--- config.mk ---
export PLATFORM = sky130hd
export DESIGN_NAME = bcdn_counter_flat
export DESIGN_NICKNAME = d
export VERILOG_FILES = /design/src/rtl/bcdn_counter_pkg.sv /design/src/rtl/bcdn_counter_if.sv /design/src/rtl/bcdn_counter_bcd_digit.sv /design/src/rtl/bcdn_counter.sv /design/src/flat_wrapper.sv
export SDC_FILE = /design/constraint.sdc
export NUM_CORES = 1
export LEC_CHECK = 0
export ABC_AREA = 1
export BUFFER_PORTS_ARGS = -buffer_cell sky130_fd_sc_hd__buf_2
export CAP_MARGIN = 20
export CELL_PAD_IN_SITES_DETAIL_PLACEMENT = 1
export CELL_PAD_IN_SITES_GLOBAL_PLACEMENT = 2
export CORE_MARGIN = 2
export CORE_UTILIZATION = 31
export CTS_CLUSTER_DIAMETER = 30
export DETAILED_ROUTE_END_ITERATION = 10
export PLACE_DENSITY_LB_ADDON = 0.08
export SLEW_MARGIN = 20
export SYNTH_ARGS = -nofsm -noshare
export SYNTH_HDL_FRONTEND = slang
export SYNTH_SLANG_ARGS = --single-unit
export TNS_END_PERCENT = 1
--- constraint.sdc ---
create_clock -name clk -period 3.62 [get_ports clk]
set_input_delay 0.362 -clock clk [delete_from_list [all_inputs] [get_ports clk]]
set_output_delay 0.362 -clock clk [all_outputs]
set_load 0.05 [all_outputs]
--- src/rtl/bcdn_counter_pkg.sv ---
// ---------------------------------------------------------------------------
// bcdn_counter_pkg
// Shared constants and helpers for the cascaded BCD counter:
//   DIGIT_W     - bit width of one BCD digit
//   BCD_MAX     - largest legal digit value (9)
//   BCD_MIN     - smallest legal digit value (0)
//   digit_valid - 1 when a 4-bit nibble is a legal BCD digit
// ---------------------------------------------------------------------------
package bcdn_counter_pkg;

   localparam int DIGIT_W = 4;

   localparam logic [DIGIT_W-1:0] BCD_MAX = 4'd9;
   localparam logic [DIGIT_W-1:0] BCD_MIN = 4'd0;

   function automatic logic digit_valid(input logic [DIGIT_W-1:0] d);
      return (d <= BCD_MAX);
   endfunction

endpackage

--- src/rtl/bcdn_counter_if.sv ---
// ---------------------------------------------------------------------------
// bcdn_counter_if
// Control/data bundle of the BCD counter.
//   master : drives x, up, clr, load, load_val; observes the results
//   slave  : the counter; drives bcd_out, carry, ovf, load_err
// Digit i of load_val / bcd_out sits at bits [4i+3:4i], digit 0 least significant.
// ---------------------------------------------------------------------------
interface bcdn_counter_if
   import bcdn_counter_pkg::*;
   #(parameter int DIGITS = 4);

   logic                      x;
   logic                      up;
   logic                      clr;
   logic                      load;
   logic [DIGIT_W*DIGITS-1:0] load_val;
   logic [DIGIT_W*DIGITS-1:0] bcd_out;
   logic                      carry;
   logic                      ovf;
   logic                      load_err;

   modport master (
      output x, up, clr, load, load_val,
      input  bcd_out, carry, ovf, load_err
   );

   modport slave (
      input  x, up, clr, load, load_val,
      output bcd_out, carry, ovf, load_err
   );

endinterface

--- src/rtl/bcdn_counter_bcd_digit.sv ---
// ---------------------------------------------------------------------------
// bcd_digit
// One registered BCD digit with priority clr > load > step.
// Ports:
//   clk, reset   - clock, asynchronous active-low reset
//   step_en      - advance this digit one step on the edge
//   up           - 1 = increment, 0 = decrement
//   clr          - synchronous clear to 0
//   load         - synchronous load of load_digit (caller guarantees validity)
//   load_digit   - value to load
//   digit        - current registered digit value
//   at_max/at_min- digit currently 9 / 0 (feeds the ripple enable chain)
// ---------------------------------------------------------------------------
module bcd_digit
   import bcdn_counter_pkg::*;
(
   input  logic               clk,
   input  logic               reset,
   input  logic               step_en,
   input  logic               up,
   input  logic               clr,
   input  logic               load,
   input  logic [DIGIT_W-1:0] load_digit,
   output logic [DIGIT_W-1:0] digit,
   output logic               at_max,
   output logic               at_min
);

   logic [DIGIT_W-1:0] digit_r;
   logic [DIGIT_W-1:0] digit_next_s;

   // Next digit value: clear, load, step with 9<->0 wrap, else hold.
   always_comb begin
      digit_next_s = digit_r;
      if (clr) begin
         digit_next_s = BCD_MIN;
      end else if (load) begin
         digit_next_s = load_digit;
      end else if (step_en) begin
         if (up) begin
            // >= also folds any illegal value back to 0
            digit_next_s = (digit_r >= BCD_MAX) ? BCD_MIN : (digit_r + 4'd1);
         end else begin
            digit_next_s = (digit_r == BCD_MIN) ? BCD_MAX : (digit_r - 4'd1);
         end
      end else begin
         digit_next_s = digit_r;
      end
   end

   // Digit state register.
   always_ff @(posedge clk or negedge reset) begin
      if (!reset) begin
         digit_r <= BCD_MIN;
      end else begin
         digit_r <= digit_next_s;
      end
   end

   assign digit  = digit_r;
   assign at_max = (digit_r == BCD_MAX);
   assign at_min = (digit_r == BCD_MIN);

endmodule

--- src/rtl/bcdn_counter.sv ---
// ---------------------------------------------------------------------------
// bcdn_counter
// DIGITS-digit cascaded BCD up/down counter with clear, validated parallel
// load, combinational ripple carry, sticky wrap flag and load-error pulse.
// Ports:
//   clk   - rising-edge clock
//   reset - asynchronous active-low reset
//   bus   - bcdn_counter_if.slave (x, up, clr, load, load_val in;
//           bcd_out, carry, ovf, load_err out)
// ---------------------------------------------------------------------------
module bcdn_counter
   import bcdn_counter_pkg::*;
   #(parameter int DIGITS = 4)
(
   input  logic           clk,
   input  logic           reset,
   bcdn_counter_if.slave  bus
);

   logic [DIGITS:0]           en_s;
   logic [DIGITS-1:0]         at_max_s;
   logic [DIGITS-1:0]         at_min_s;
   logic [DIGITS-1:0]         valid_s;
   logic [DIGIT_W*DIGITS-1:0] count_s;
   logic                      load_ok_s;
   logic                      load_bad_s;
   logic                      step_gate_s;
   logic                      ovf_r;
   logic                      ovf_next_s;
   logic                      load_err_r;

   // Ripple enable: digit i steps only when every lower digit is at its
   // terminal value for the current direction. en_s[DIGITS] is the full wrap.
   assign en_s[0] = bus.x;

   // A load request, accepted or rejected, pre-empts counting this edge.
   assign step_gate_s = ~bus.load;

   genvar gi;
   generate
      for (gi = 0; gi < DIGITS; gi++) begin : g_digit
         assign valid_s[gi]  = digit_valid(bus.load_val[DIGIT_W*gi +: DIGIT_W]);
         assign en_s[gi+1]   = en_s[gi] & (bus.up ? at_max_s[gi] : at_min_s[gi]);

         bcd_digit u_digit (
            .clk        (clk),
            .reset      (reset),
            .step_en    (en_s[gi] & step_gate_s),
            .up         (bus.up),
            .clr        (bus.clr),
            .load       (load_ok_s),
            .load_digit (bus.load_val[DIGIT_W*gi +: DIGIT_W]),
            .digit      (count_s[DIGIT_W*gi +: DIGIT_W]),
            .at_max     (at_max_s[gi]),
            .at_min     (at_min_s[gi])
         );
      end
   endgenerate

   assign load_ok_s  = bus.load & (&valid_s);
   assign load_bad_s = bus.load & ~(&valid_s) & ~bus.clr;

   // Sticky wrap flag: clr clears it, any load suppresses a same-cycle wrap.
   always_comb begin
      ovf_next_s = ovf_r;
      if (bus.clr) begin
         ovf_next_s = 1'b0;
      end else if (bus.load) begin
         ovf_next_s = ovf_r;
      end else if (en_s[DIGITS]) begin
         ovf_next_s = 1'b1;
      end else begin
         ovf_next_s = ovf_r;
      end
   end

   // Status flag registers.
   always_ff @(posedge clk or negedge reset) begin
      if (!reset) begin
         ovf_r      <= 1'b0;
         load_err_r <= 1'b0;
      end else begin
         ovf_r      <= ovf_next_s;
         load_err_r <= load_bad_s;
      end
   end

   assign bus.bcd_out  = count_s;
   assign bus.carry    = en_s[DIGITS];
   assign bus.ovf      = ovf_r;
   assign bus.load_err = load_err_r;

endmodule

--- src/flat_wrapper.sv ---
// flat-port wrapper written by rule: the top's interface ports become plain ports
module bcdn_counter_flat import bcdn_counter_pkg::*;
#(parameter int DIGITS = 4)
  (clk, reset, bus_x, bus_up, bus_clr, bus_load, bus_load_val, bus_bcd_out, bus_carry, bus_ovf, bus_load_err);
  bcdn_counter_if #(.DIGITS(DIGITS)) bus_i ();
  input  logic clk;
  input  logic reset;
  input wire logic [$bits(bus_i.x)-1:0] bus_x;
  input wire logic [$bits(bus_i.up)-1:0] bus_up;
  input wire logic [$bits(bus_i.clr)-1:0] bus_clr;
  input wire logic [$bits(bus_i.load)-1:0] bus_load;
  input wire logic [$bits(bus_i.load_val)-1:0] bus_load_val;
  output wire logic [$bits(bus_i.bcd_out)-1:0] bus_bcd_out;
  output wire logic [$bits(bus_i.carry)-1:0] bus_carry;
  output wire logic [$bits(bus_i.ovf)-1:0] bus_ovf;
  output wire logic [$bits(bus_i.load_err)-1:0] bus_load_err;
  assign bus_i.x = bus_x;
  assign bus_i.up = bus_up;
  assign bus_i.clr = bus_clr;
  assign bus_i.load = bus_load;
  assign bus_i.load_val = bus_load_val;
  assign bus_bcd_out = bus_i.bcd_out;
  assign bus_carry = bus_i.carry;
  assign bus_ovf = bus_i.ovf;
  assign bus_load_err = bus_i.load_err;
  bcdn_counter #(.DIGITS(DIGITS)) u_core (.clk(clk), .reset(reset), .bus(bus_i));
endmodule
Word-level counts from Yosys, hierarchy flattened
Index checks and enable logic that the tools add are counted.
- register bits after elaboration: 18
- latch bits: 0
- memory bits (writable): 0
- memory bits (read-only): 0
- bits of input ports: 22
- memories: 0
- add/sub/neg operators: 8
- $mul: 0
- divide/modulo/power cells: 0
- $lt $le $gt $ge: 8
- equal/unequal tests: 5
- shift-type cells: 0
- muxes and demuxes: 31
- bitwise logic cells: 14
- reductions and logical operators: 11
- operators with widths (kind ; count):
    4-bit 2-to-1 mux ; 24
    4-bit by 1-bit adder with 4-bit output (second input constant) ; 4
    4-bit == test (second input constant) ; 4
    4-bit greater-or-equal comparator (second input constant) ; 4
    4-bit less-or-equal comparator (second input constant) ; 4
    4-bit logical NOT ; 4
    4-bit by 1-bit subtractor with 4-bit output (second input constant) ; 4
    3-bit nonzero test ; 4
    1-bit bitwise AND ; 11
    1-bit 2-to-1 mux ; 7
    4-bit AND reduction ; 1
    1-bit NOT ; 3
    2-bit inequality test (second input constant) ; 1
    2-bit AND reduction ; 1
    2-bit nonzero test ; 1

Longest topological paths before layout
- depth in word-level cells: 9
- mapped depth: 12

By module
From an unflattened synthesis, not the netlist that was laid out.
- cells, all modules: 314
- area, all modules: 2019.4 um2
- modules (own cells, without submodules) (module ; instances ; cells an instance ; area an instance (um2)):
    bcd_digit ; 4 ; 68 ; 445.4
    bcdn_counter ; 1 ; 42 ; 237.7

Worst setup path after synthesis
Ideal clock, no wire load.
- path kind: flip-flop to output port
- start: reg u_core.g_digit[2].u_digit.digit_r[0]
- end: out bus_carry
- arrival time: 2.408 ns
- required time: 3.258 ns
- setup slack: 0.850 ns
- stages on the path, launching flop included: 7
- buffers on the path: 0
- path through: dfrtp_1 -> inv_1 -> ha_1 -> nand3_2 -> o21ai_1 -> nand2_1 -> nor3_1
- word-level cells in the longest chain between the ends: 4
- ends and longest elaborated chain (item ; RTL line ; RTL):
    from (decl) ; bcdn_counter_bcd_digit.sv:29 ; logic [DIGIT_W-1:0] digit_r;
    from (signal assigned) ; bcdn_counter_bcd_digit.sv:56 ; digit_r <= digit_next_s;
    4-bit == test / 4-bit logical NOT (equally long branches) ; bcdn_counter_bcd_digit.sv:61, bcdn_counter_bcd_digit.sv:62 ;
    1-bit 2-to-1 mux * ; bcdn_counter.sv:43 ; assign en_s[gi+1] = en_s[gi] & (bus.up ? at_max_s[gi] : at_min_s[gi]);
    1-bit bitwise AND * (2 in series) ; bcdn_counter.sv:43 ;
    to (decl) ; flat_wrapper.sv:14 ; output wire logic [$bits(bus_i.carry)-1:0] bus_carry;
Mark *: on every way between the ends. The rest lies on a longest branch, timed or not.

Final worst setup path
Same ends and word-level chain as after synthesis.

==> impl_metrics.csv <==
group,metric,value,unit
timing,fin_skew,2.39,ps
pwr,power.density,483,nW/µm²
pwr,swShare,52.9,%
min_path,hold_class,"input port to async pin",
timing,fmax,418,MHz
global_routing,gr-total-overflow,0,
floorplan,fp.dieW,85.8,µm
pwr,power_leakage,1.31,nW
placement,place_ws,1340,ps
flow_run,drv_cap,0,
pwr,p_switching,0.000602,W
timing,slew_viol_final,0,
pwr,power_frac_clock,15.4,%
cts,cts_resized,0,
worst_setup_path,cp.required,3260,ps
worst_setup_path,crit_type,"register to output port",
placement,place_hpwl,5.02,mm
final_layout,multiInputGateArea,1380,µm²
floorplan,num_rows,29,
outcome,status,"finished, final reports clean",
final_layout,syn2layout_area_growth,13.5,%
logic_synthesis,avgSynthCellArea,6.14,µm²
routing,wl_met3,190,µm
final_layout,final_common_cell,"nand2_1",
pwr,vdd_drop_max,0.183,mV
timing,fin_setup_tns,0,ps
logic_synthesis,yosysSeqAreaShare,21.7,%
final_layout,antennaDiodeCount,0,
worst_setup_path,crit_arrival,2030,ps
routing,drc,0,
floorplan,core-area,6420,µm²
pwr,pwr-share-comb,56.8,%
placement,port_buffers,40,
timing,tightest_slew,522,ps
cts,clock_latency,260,ps
pwr,p_int,0.000535,W
logic_synthesis,ys_ff_latch,18,
floorplan,die_y,85.8,µm
cts,htree_levels,1,
worst_setup_path,cp-end-kind,"output port",
timing,finalSetupViolCount,0,
cts,tritoncts,"done",
global_routing,groute.usage.overall,18.5,%
worst_setup_path,critPathLaunchType,"register",
cts,cts_root_buf,"clkbuf_8",
cts,post_cts_buffers,0,
routing,routed.top_layer,"met4",
global_routing,grt_pass1_vias,2243,
timing,layout_min_cycle_time,2400,ps
final_layout,final_cell_mix,"nand2_1, nand3_1, buf_2",
routing,dr.pass1.iters,6,
routing,antenna_left,0,
final_layout,nFillCells,887,
logic_synthesis,synth_nets,376,
logic_synthesis,yosysUniqueCellTypes,27,
final_layout,nets,410,
worst_setup_path,reg2reg_slack,1850,ps
final_layout,seqCellArea,450,µm²
floorplan,dieArea,7360,µm²
pwr,seqPwrFrac,27.8,%
routing,wl_met2,2.79,mm
logic_synthesis,synth_area,2070,µm²
routing,wl,6.39,mm
logic_synthesis,synth_warnings,0,
placement,gp_congestion,0.805,
worst_setup_path,critPathMaxFanout,7,
global_routing,grt_max_degree,26,
timing,relSlewSlack,65.2,%
timing,grt_setup_unrepaired,"false",
cts,clkTransAtPathRegs,80,ps
routing,wl_per_cell,14.3,µm
floorplan,start_util,32.3,%
global_routing,antenna_found_initial,0,
cts,cts_buffers,3,
routing,routed-via-count,2226,
global_routing,grt_pass1_wl,10.9,mm
floorplan,io_pins,41,
routing,wl_met1,3.35,mm
routing,drtIter0Drc,69,
timing,period_share,66.2,%
routing,viasPerCell,4.97,
cts,cts_sinks,18,
cts,clockBufferDepth,2,
logic_synthesis,netlist_instances,338,
timing,hold_viol,0,
timing,setup_ws,1220,ps
cts,holdBufCountCts,0,
final_layout,drive_gt1_share,19.1,%
## cell usage after synthesis
| library cell | instances | area share (%) |
|---|---|---|
| nand3_2 | 4 | 1.9 |
| buf_4 | 2 | 0.72 |
| nand2_2 | 4 | 1.2 |
| o211ai_1 | 4 | 1.4 |
| a21oi_1 | 7 | 1.7 |
| nand4_1 | 8 | 2.4 |
| nand2_4 | 2 | 1.1 |
| dfrtp_1 | 18 | 22 |
| buf_2 | 6 | 1.4 |
| clkinv_1 | 1 | 0.18 |
| nor2_1 | 32 | 5.8 |
| inv_1 | 37 | 6.7 |
| nor2_4 | 2 | 1.1 |
| inv_2 | 8 | 1.4 |
| o21ai_0 | 7 | 1.7 |
| nand2_1 | 94 | 17 |
| o21ai_2 | 1 | 0.42 |
| xor2_1 | 4 | 1.7 |
| o21ai_1 | 12 | 2.9 |
| clkbuf_1 | 1 | 0.18 |
| nor2_2 | 5 | 1.5 |
| buf_6 | 2 | 1.1 |
| nand3_1 | 55 | 13 |
| nor3_1 | 3 | 0.72 |
| a21oi_2 | 1 | 0.42 |
| ha_1 | 16 | 9.7 |
| or2_0 | 2 | 0.60 |
## final timing paths
kind                       cells after the start                            endpoint                                from
setup / recovery                               7                           bus_carry  u_core.g_digit[2].u_digit.digit[0]
hold / removal                                 1  u_core.g_digit[1].u_digit.digit[2]                               reset
setup reg to reg                              10  u_core.g_digit[1].u_digit.digit[2]  u_core.g_digit[0].u_digit.digit[0]
hold reg to reg                                2                      u_core.bus.ovf                      u_core.bus.ovf
max in group asynchronous                      1  u_core.g_digit[0].u_digit.digit[0]                               reset
min in group clk                               2                      u_core.bus.ovf                             bus_clr
## critical path, cell delays in order, from the launching register on
cell and delay [ps]:
dfrtp_1 460, inv_1 150, ha_1 210, nand3_2 130, o21ai_1 150, nand2_1 120, nor3_1 240, buf_2 310
## layout make-up
type | instances | area share (%)
Sequential cell | 18 | 19.1
Timing Repair Buffer | 40 | 8.50
Clock buffer | 4 | 2.34
Inverter | 46 | 7.33
Tap cell | 77 | 4.09
Multi-Input combinational cell | 263 | 58.6
## metrics by stage
step / hold WS, ps / power (W) / cells / cell area (µm²) / util, %
2_1_floorplan: 66.4 / 0.000813 / 338 / 2070 / -
3_3_place_gp: 350 / 0.000969 / 444 / 2300 / 35.8
3_5_place_dp: 350 / 0.000969 / 444 / 2300 / 35.8
4_1_cts: 64.8 / 0.00115 / 448 / 2350 / 36.7
5_1_grt: 76.6 / 0.00125 / 448 / 2350 / 36.7
6_report: 54.4 / 0.00114 / 448 / 2350 / 36.7
## registers in the layout (all words and copies together) (netlist names)
signal / cells
u_core.bus.load_err: 1
u_core.bus.ovf: 1
u_core.g_digit.u_digit.digit: 16
## logic make-up after synthesis
kind of cell / count (synthesis) / share of synthesized area (%)
buffers and inverters: 57 / 11.8
flip-flops: 18 / 21.7
XOR/XNOR: 4 / 1.69
adder cells (fa/ha/maj): 16 / 9.65
AO/OA/AOI/OAI: 32 / 8.56
AND/OR/NAND/NOR: 211 / 46.6
## power by group through the flow
stage,clock network (W),registers [W],logic (W)
after floorplan,0,0.000421,0.000391
after global placement,0,0.000322,0.000646
after detailed placement,0,0.000321,0.000648
after CTS,0.000182,0.000317,0.000652
after global routing,0.000191,0.000326,0.000736
final,0.000175,0.000317,0.000646
## routing by layer
layer / track usage [%] / vias to the layer above
met4: 4.04 / 0
met2: 28.7 / 36
met5: 0 / -
met1: 27.6 / 1032
li1: - / 1154
met3: 1.73 / 4
No activity file was read; power rests on OpenSTA's default activity.
